==> src/rtl/pulse_counter_scheduler_pkg.sv <==
// Shared types and constants for the pulse counter window scheduler.
// Provides the window FSM state enum, the channel-index width helper and default parameters.
package pulse_counter_pkg;

    localparam int DEF_CHANNELS     = 12;
    localparam int DEF_RESOLUTION   = 32;
    localparam int DEF_WINDOW_BITS  = 24;
    localparam int DEF_CLEAR_CYCLES = 2;

    typedef enum logic [1:0] {
        IDLE,
        CLEAR,
        INTEGRATE,
        LATCH
    } win_state_t;

    // Width needed to index n items; never below 1 bit.
    function automatic int chan_w(input int n);
        return (n > 1) ? $clog2(n) : 1;
    endfunction

    localparam int CHAN_W = chan_w(DEF_CHANNELS);

endpackage

==> src/rtl/pulse_counter_scheduler_if.sv <==
// Snapshot readout stream: one channel word per beat, valid/ready handshake.
// master: out_data, out_channel, out_valid, out_last driven; out_ready sampled. slave: reverse.
interface pulse_counter_scheduler_if
    import pulse_counter_pkg::*;
#(
    parameter int CHANNELS   = DEF_CHANNELS,
    parameter int RESOLUTION = DEF_RESOLUTION
);

    logic [RESOLUTION-1:0]       out_data;
    logic [chan_w(CHANNELS)-1:0] out_channel;
    logic                        out_valid;
    logic                        out_ready;
    logic                        out_last;

    modport master (
        output out_data,
        output out_channel,
        output out_valid,
        output out_last,
        input  out_ready
    );

    modport slave (
        input  out_data,
        input  out_channel,
        input  out_valid,
        input  out_last,
        output out_ready
    );

endinterface

==> src/rtl/pulse_counter_scheduler_drain.sv <==
// Shadow register bank holding one snapshot, drained one channel per accepted beat.
// Ports: clk, reset, load (capture request), counts (bank input), stream (master), full.
module snapshot_drain
    import pulse_counter_pkg::*;
#(
    parameter int CHANNELS   = DEF_CHANNELS,
    parameter int RESOLUTION = DEF_RESOLUTION
) (
    input  logic                           clk,
    input  logic                           reset,
    input  logic                           load,
    input  logic [CHANNELS*RESOLUTION-1:0] counts,
    pulse_counter_scheduler_if.master      stream,
    output logic                           full
);

    localparam int CW = chan_w(CHANNELS);
    localparam logic [CW-1:0] LAST_CH = CW'(CHANNELS - 1);

    logic [CHANNELS*RESOLUTION-1:0] shadow;
    logic [CW-1:0]                  chan;
    logic                           fire;
    logic                           fire_last;

    assign fire      = full & stream.out_ready;
    assign fire_last = fire & (chan == LAST_CH);

    always_ff @(posedge clk) begin
        if (reset) begin
            full <= 1'b0;
            chan <= '0;
        end else begin
            if (fire) begin
                chan <= fire_last ? '0 : chan + 1'b1;
            end
            if (fire_last) begin
                full <= 1'b0;
            end
            // A final beat leaving this cycle frees the bank for a new snapshot.
            if (load && (!full || fire_last)) begin
                shadow <= counts;
                full   <= 1'b1;
            end
        end
    end

    // valid and the selected word come only from registers, never from ready.
    assign stream.out_valid   = full;
    assign stream.out_channel = chan;
    assign stream.out_last    = full && (chan == LAST_CH);
    assign stream.out_data    = full ? shadow[int'(chan)*RESOLUTION +: RESOLUTION]
                                     : '0;

endmodule

==> src/rtl/pulse_counter_scheduler.sv <==
// Window sequencer for a pulse counter bank: clear, integrate, snapshot, re-arm.
// Ports: clk, reset, enable, window_len, counts in; counter_reset, window_id, overrun out; stream master.
module pulse_counter_scheduler
    import pulse_counter_pkg::*;
#(
    parameter int CHANNELS     = DEF_CHANNELS,
    parameter int RESOLUTION   = DEF_RESOLUTION,
    parameter int WINDOW_BITS  = DEF_WINDOW_BITS,
    parameter int CLEAR_CYCLES = DEF_CLEAR_CYCLES
) (
    input  logic                           clk,
    input  logic                           reset,
    input  logic                           enable,
    input  logic [WINDOW_BITS-1:0]         window_len,
    input  logic [CHANNELS*RESOLUTION-1:0] counts,
    output logic                           counter_reset,
    pulse_counter_scheduler_if.master      stream,
    output logic [15:0]                    window_id,
    output logic                           overrun
);

    localparam int CLR_W = chan_w(CLEAR_CYCLES);
    localparam logic [CLR_W-1:0] CLR_LAST = CLR_W'(CLEAR_CYCLES - 1);

    win_state_t             state;
    logic [CLR_W-1:0]       clr_cnt;
    logic [WINDOW_BITS-1:0] remain;
    logic                   load;
    logic                   full;
    logic                   dropped;

    assign load = (state == LATCH);

    // The drain frees the bank on the same edge as its final beat.
    assign dropped = full &&
        !(stream.out_valid && stream.out_ready && stream.out_last);

    always_ff @(posedge clk) begin
        if (reset) begin
            state         <= IDLE;
            counter_reset <= 1'b1;
            clr_cnt       <= '0;
            remain        <= '0;
            window_id     <= '0;
            overrun       <= 1'b0;
        end else begin
            unique case (state)
                IDLE: begin
                    if (enable) begin
                        state   <= CLEAR;
                        clr_cnt <= '0;
                    end
                end
                CLEAR: begin
                    if (clr_cnt == CLR_LAST) begin
                        state         <= INTEGRATE;
                        counter_reset <= 1'b0;
                        remain        <= (window_len == '0) ?
                                         WINDOW_BITS'(1) : window_len;
                    end else begin
                        clr_cnt <= clr_cnt + 1'b1;
                    end
                end
                INTEGRATE: begin
                    if (remain == WINDOW_BITS'(1)) begin
                        state <= LATCH;
                    end else begin
                        remain <= remain - 1'b1;
                    end
                end
                LATCH: begin
                    window_id     <= window_id + 16'd1;
                    counter_reset <= 1'b1;
                    clr_cnt       <= '0;
                    if (dropped) begin
                        overrun <= 1'b1;
                    end
                    state <= enable ? CLEAR : IDLE;
                end
                default: begin
                    state         <= IDLE;
                    counter_reset <= 1'b1;
                end
            endcase
        end
    end

    snapshot_drain #(
        .CHANNELS   (CHANNELS),
        .RESOLUTION (RESOLUTION)
    ) u_drain (
        .clk    (clk),
        .reset  (reset),
        .load   (load),
        .counts (counts),
        .stream (stream),
        .full   (full)
    );

endmodule
==> src/flat_wrapper.sv <==
// flat-port wrapper written by rule: the top's interface ports become plain ports
module pulse_counter_scheduler_flat import pulse_counter_pkg::*;
#(
    parameter int CHANNELS     = DEF_CHANNELS,
    parameter int RESOLUTION   = DEF_RESOLUTION,
    parameter int WINDOW_BITS  = DEF_WINDOW_BITS,
    parameter int CLEAR_CYCLES = DEF_CLEAR_CYCLES
)
  (clk, reset, enable, window_len, counts, counter_reset, window_id, overrun, stream_out_data, stream_out_channel, stream_out_valid, stream_out_last, stream_out_ready);
  pulse_counter_scheduler_if #(.CHANNELS(CHANNELS), .RESOLUTION(RESOLUTION)) stream_i ();
  input  logic clk;
  input  logic reset;
  input  logic enable;
  input  logic [WINDOW_BITS-1:0] window_len;
  input  logic [CHANNELS*RESOLUTION-1:0] counts;
  output logic counter_reset;
  output logic [15:0] window_id;
  output logic overrun;
  output wire logic [$bits(stream_i.out_data)-1:0] stream_out_data;
  output wire logic [$bits(stream_i.out_channel)-1:0] stream_out_channel;
  output wire logic [$bits(stream_i.out_valid)-1:0] stream_out_valid;
  output wire logic [$bits(stream_i.out_last)-1:0] stream_out_last;
  input wire logic [$bits(stream_i.out_ready)-1:0] stream_out_ready;
  assign stream_out_data = stream_i.out_data;
  assign stream_out_channel = stream_i.out_channel;
  assign stream_out_valid = stream_i.out_valid;
  assign stream_out_last = stream_i.out_last;
  assign stream_i.out_ready = stream_out_ready;
  pulse_counter_scheduler #(.CHANNELS(CHANNELS), .RESOLUTION(RESOLUTION), .WINDOW_BITS(WINDOW_BITS), .CLEAR_CYCLES(CLEAR_CYCLES)) u_core (.clk(clk), .reset(reset), .enable(enable), .window_len(window_len), .counts(counts), .counter_reset(counter_reset), .stream(stream_i), .window_id(window_id), .overrun(overrun));
endmodule
==> config.mk <==
export PLATFORM = sky130hd
export DESIGN_NAME = pulse_counter_scheduler_flat
export DESIGN_NICKNAME = d
export VERILOG_FILES = /design/src/rtl/pulse_counter_scheduler_pkg.sv /design/src/rtl/pulse_counter_scheduler_if.sv /design/src/rtl/pulse_counter_scheduler_drain.sv /design/src/rtl/pulse_counter_scheduler.sv /design/src/flat_wrapper.sv
export SDC_FILE = /design/constraint.sdc
export NUM_CORES = 1
export LEC_CHECK = 0
export ABC_AREA = 1
export ABC_CLOCK_PERIOD_IN_PS = 51200
export BUFFER_PORTS_ARGS = -buffer_cell sky130_fd_sc_hd__buf_2
export CAP_MARGIN = 20
export CORE_UTILIZATION = 58
export CTS_BUF_LIST = sky130_fd_sc_hd__clkbuf_2 sky130_fd_sc_hd__clkbuf_4 sky130_fd_sc_hd__clkbuf_8
export CTS_CLUSTER_SIZE = 20
export DETAILED_ROUTE_END_ITERATION = 8
export MAX_ROUTING_LAYER = met4
export PLACE_DENSITY = 0.86
export RECOVER_POWER = 100
export SLEW_MARGIN = 20
export SYNTH_ARGS = -nofsm -noshare
export SYNTH_HDL_FRONTEND = slang
export SYNTH_HIERARCHICAL = 1
export SYNTH_SLANG_ARGS = --single-unit
export TNS_END_PERCENT = 30
==> constraint.sdc <==
create_clock -name clk -period 51.2 [get_ports clk]
set_clock_uncertainty 0.05 [all_clocks]
set_input_delay 10.24 -clock clk [delete_from_list [all_inputs] [get_ports clk]]
set_output_delay 10.24 -clock clk [all_outputs]
set_load 0.005 [all_outputs]
* Yosys cells after proc, flatten, opt, wreduce, memory -nomap -nowiden
Index checks and enable logic that the tools add are counted.
** Word-level totals
- Register bits after elaboration :: 434
- Input port bits :: 412
- Output and inout port bits :: 56
- Word-level logic and storage cells :: 64
** Operators by class
- $add $sub $neg :: 4
- Equal/unequal tests :: 9
- Shift-type cells :: 1
- Multiplexer cells :: 18
- Bitwise operators :: 3
- Reduce and logical (&&, ||, !) cells :: 20
** Operator list (number)
- variable part select 384 x 10 -> 32 bit :: 1
- two-way mux 24 bit :: 3
- case mux 24 bit (2 select lines) :: 1
- two-way mux 32 bit :: 1
- equality test 24 x 1 -> 1 bit (second input constant) :: 1
- logical NOT 24 bit :: 1
- subtractor 24 x 1 -> 24 bit (second input constant) :: 1
- adder 16 x 1 -> 16 bit (second input constant) :: 1
- case mux 2 bit (4 select lines) :: 1
- AND reduction 2 bit :: 4
- two-way mux 1 bit :: 6
- two-way mux 2 bit :: 3
- AND reduction 3 bit :: 2
- nonzero test 2 bit :: 3
- logical AND 1 bit :: 5
- adder 4 x 1 -> 4 bit (second input constant) :: 1
- equality test 2 bit (second input constant) :: 2
- equality test 4 bit (second input constant) :: 1
- two-way mux 4 bit :: 1
- inequality test 2 x 1 -> 1 bit (second input constant) :: 2
- inequality test 2 bit (second input constant) :: 2
- case mux 1 bit (3 select lines) :: 1
- nonzero test 3 bit :: 1
- AND 1 bit :: 2
- 7 further kinds :: 8

* Depth between registers and ports, before layout
- Word-level depth :: 6
- Mapped depth :: 11
- Gate-level depth less buffers :: 11

* Modules after synthesis
Netlist, hierarchy kept.
** By module, submodules not included
- snapshot_drain :: instances 1, cells each 1460, area each 16270.6 um^2, sequential area each 11631.2 um^2
- pulse_counter_scheduler :: instances 1, cells each 470, area each 2931.6 um^2, sequential area each 900.9 um^2

* Worst setup path after synthesis
Ideal clock, no wire load.
- Path type :: input to register
- From :: in stream_out_ready
- To :: reg u_core.u_drain.shadow[0], enable pin
- Library setup time :: 1141 ps
- Data arrival time :: 26656 ps
- Path slack :: 23353 ps
- Cell stages on the path :: 6
- Path buffers :: 0
- Cells stage by stage :: nand2_1 -> nor2_1 -> nand2_1 -> nand2_1 -> nand2_1 -> nor2_1
** On the way
- Longest elaborated chain between the ends :: 5
** RTL lines
- start: declaration :: line flat_wrapper.sv:23 : input wire logic [$bits(stream_i.out_ready)-1:0] stream_out_ready;
- AND 1 bit :: line pulse_counter_scheduler_drain.sv:25 : assign fire = full & stream.out_ready;
- AND 1 bit :: line pulse_counter_scheduler_drain.sv:26 : assign fire_last = fire & (chan == LAST_CH);
- logical OR 1 bit :: line pulse_counter_scheduler_drain.sv:40 : if (load && (!full || fire_last)) begin
- logical AND 1 bit :: line pulse_counter_scheduler_drain.sv:40
- AND reduction 2 bit (no source line)
- end signal: assignment :: line pulse_counter_scheduler_drain.sv:41 : shadow <= counts;
- end: declaration :: line pulse_counter_scheduler_drain.sv:20 : logic [CHANNELS*RESOLUTION-1:0] shadow;
No other way between the ends.
A chain may end at the register's enable or synchronous reset.

* Worst setup path after layout
- From :: in reset
- To :: reg u_core.u_drain.shadow[319], enable pin
** On the way
- Longest elaborated chain between the ends :: 2
** RTL lines
- start: declaration :: line flat_wrapper.sv:12 : input logic reset;
- NOT 1 bit (no source line)
- AND reduction 2 bit (no source line)
No other way between the ends.

==> metrics <==
CP Capture Type flip-flop; CP required 51.13 ns; reg2reg path depth 10; Core ar. 32500 sq um; Final Power 920 uW; Worst Hold Depth 2; post-synthesis cell type count 37; Post-Syn Area per Cell 9.95 sq um; routability congestion estimate from global placement 0.933; Post-Route WL 54800 microns; IO Count 468; worst-skew pair later-pin latency 0.62 ns; H-tree depth 3; Synth area leader edfxtp_1; Synth Cell Area 19200 sq um; # hold bufs at CTS 0; HP Start u_core/overrun$_SDFFE_PP0P_; clock tree buffer depth 3; failing checks max-capacitance violations, max-slew violations; Final Core Density 70.2%; Seq cells post-synth 434; Final period util 46.4%; fmax 42.1 MHz; Final Max Slew Viols 844; total grt overflow 0; internal reg-to-reg setup slack 35.41 ns; port bufs 467; RSZ-0062 raised after global routing false; synth-to-layout area growth 19.0%; GRT Resource Usage Total 32.9%; commonest non-fill, non-tap cell in the layout nand2_1; DR pass1 iterations 8; hpwl dp 36800 microns; Clock Pin Slew Worst Setup and Hold Paths 0.06 ns; Final ANT Viol Nets 0; number of synthesized flops with an enable pin 384; share of layout cells above drive strength 1 20.9%; most frequent cells in the layout 494 x nand2_1, 384 x edfxtp_1, 363 x buf_2, 239 x inv_1, 219 x nand3_1; post-synthesis sequential area ratio 65.3%; Worst Tran Pin Value 7.91 ns; Routed wire per std cell 19.0 microns; Worst R2R End u_core/u_drain/shadow[319]$_DFFE_PP_; count of nets after finishing 2811; first-pass GRT wire length 80200 microns; via count 15700; die area 33800 sq um; CTS tree done; Die X 184 microns; Synth area leaders edfxtp_1 60%, nand2_1 9.7%, nand3_1 5.7%, dfxtp_1 5.2%, inv_1 4.7%; Die Height 184 microns; max-cap viol count 12; # DRC 0; critical path class in -> reg; Initial Util 59.0%; CTS buffer count 71; num rows 66; Hold EP u_core/overrun$_SDFFE_PP0P_; CTS Root Cell clkbuf_8; Post-Synthesis Cells 1930; Worst VDD drop 0.0000309 V; Worst Path Arrival 23.69 ns; vias in the first global route 15200; setup repair bufs after CTS 0; pin count of the biggest net entering global routing 219; endpoints failing setup 0; worst rel slew slack -427%; power per standard cell area 40.3 nW/um^2; reg2reg start u_core/u_drain/stream.out_channel[1]$_SDFFE_PP0P_; minimum clock period 23.75 ns; share of the synthesized area in the top cell type 60.1%; ys flop type edfxtp_1; Yosys Warn Count 6; register area 12500 sq um; Tightest Hold Check Type reg -> reg; clk sink count 434; syn nets 2352; Async SR Flop Fraction 0%; footprint of the multi-input gates 5160 sq um; DRT iter0 DRCs 1398; status complete, but fails checks; Worst setup SP type input pin; final hold violation count 0; post-cts resize count 0; Fill cells 2438; post-route setup TNS 0 ns; Static Leakage 9.77 nW; CP Max Fanout 158; vias per cell 5.42; initial antenna violation count 9
## final cells by class
type	instances	area share [%]
diodes	9	0.0986
flip-flops and latches	434	54.9
clock buffers	102	5.49
clock inverters	17	0.444
well taps	442	2.42
repair buffers	482	10.0
multi-input cells	1155	22.6
inverters	245	4.03
## kinds of logic (layout without fill, tap and decap cells)
group / after synthesis / count (layout) / synth area share, %
adders and majority gates: 10 / 10 / 0.652
xor gates and xnor gates: 10 / 10 / 0.456
AOI/OAI and AO/OA: 198 / 198 / 5.26
DFF: 434 / 434 / 65.3
other: 0 / 9 / 0
and+or+nand+nor: 937 / 937 / 20.5
buffers and inverters: 341 / 846 / 7.88
## sequential cells by signal, summed over array words and instances, names as in the netlist
signal	flops
u_core/clr_cnt	1
u_core/counter_reset	1
u_core/overrun	1
u_core/remain	24
u_core/state	2
u_core/u_drain/full	1
u_core/u_drain/shadow	384
u_core/u_drain/stream.out_channel	4
u_core/window_id	16
## report_power, final
| group | internal (mW) | switching [mW] | total, mW |
|---|---|---|---|
| clock network | 0.161 | 0.132 | 0.294 |
| registers | 0.417 | 0.0176 | 0.435 |
| logic | 0.0649 | 0.127 | 0.192 |
| total | 0.643 | 0.277 | 0.920 |
## stage by stage
| stage | instances | worst slack, ns | hold slack (ns) | cell area [sq um] |
|---|---|---|---|---|
| floorplan | 1930 | 23.35 | 0.405 | 19200 |
| global placement | 2757 | 37.48 | 0.399 | 21600 |
| detailed placement | 2757 | 37.40 | 0.403 | 21600 |
| CTS | 2876 | 37.17 | 0.423 | 23000 |
| global route | 2886 | 26.56 | 0.463 | 22800 |
| finish | 2886 | 27.45 | 0.421 | 22800 |
## layer usage
| layer | part of all wire (%) | wire, microns | vias to the layer above | track usage, % |
|---|---|---|---|---|
| met1 | 34 | 18700 | 7214 | 34.5 |
| met4 | 7.2 | 3920 | 0 | 24.0 |
| met3 | 9.4 | 5170 | 200 | 7.09 |
| met2 | 49 | 27000 | 941 | 54.8 |
| li1 | - | - | 7299 | - |
| met5 | 0 | 0 | - | - |
## worst max path at each step
stage	start	end
after floorplan	stream_out_ready	u_core/u_drain/shadow[0]$_DFFE_PP_
after global placement	stream_out_ready	u_core/u_drain/shadow[127]$_DFFE_PP_
after detailed placement	stream_out_ready	u_core/u_drain/shadow[256]$_DFFE_PP_
after CTS	u_core/u_drain/stream.out_channel[0]$_SDFFE_PP0P_	stream_out_data[18]
after global routing	reset	u_core/u_drain/shadow[348]$_DFFE_PP_
final	reset	u_core/u_drain/shadow[319]$_DFFE_PP_
## cell usage after synthesis, types with 2 or more instances
cell and number:
dfxtp_1 50, or2_2 3, nor3_1 8, buf_2 26
a21o_1 2, nand3b_1 2, nor2_1 178, buf_4 11
o21ai_0 69, nand2_1 494, o21ai_1 58, ha_1 10
nand4_1 11, a31oi_1 2, nor2_2 10, xor2_1 7
nor4_1 2, edfxtp_1 384, a21oi_1 64, buf_1 7
inv_1 240, nand2_2 3, nor2_4 3, inv_2 4
clkbuf_1 30, buf_6 21, nand3_1 219, xnor2_1 3
## critical path, stage by stage
cell	delay, ns
clkbuf_1	0.67
nor2_1	2.40
clkbuf_1	2.03
clkbuf_1	2.37
clkbuf_1	5.63
Power figures use the tool's default switching activity.
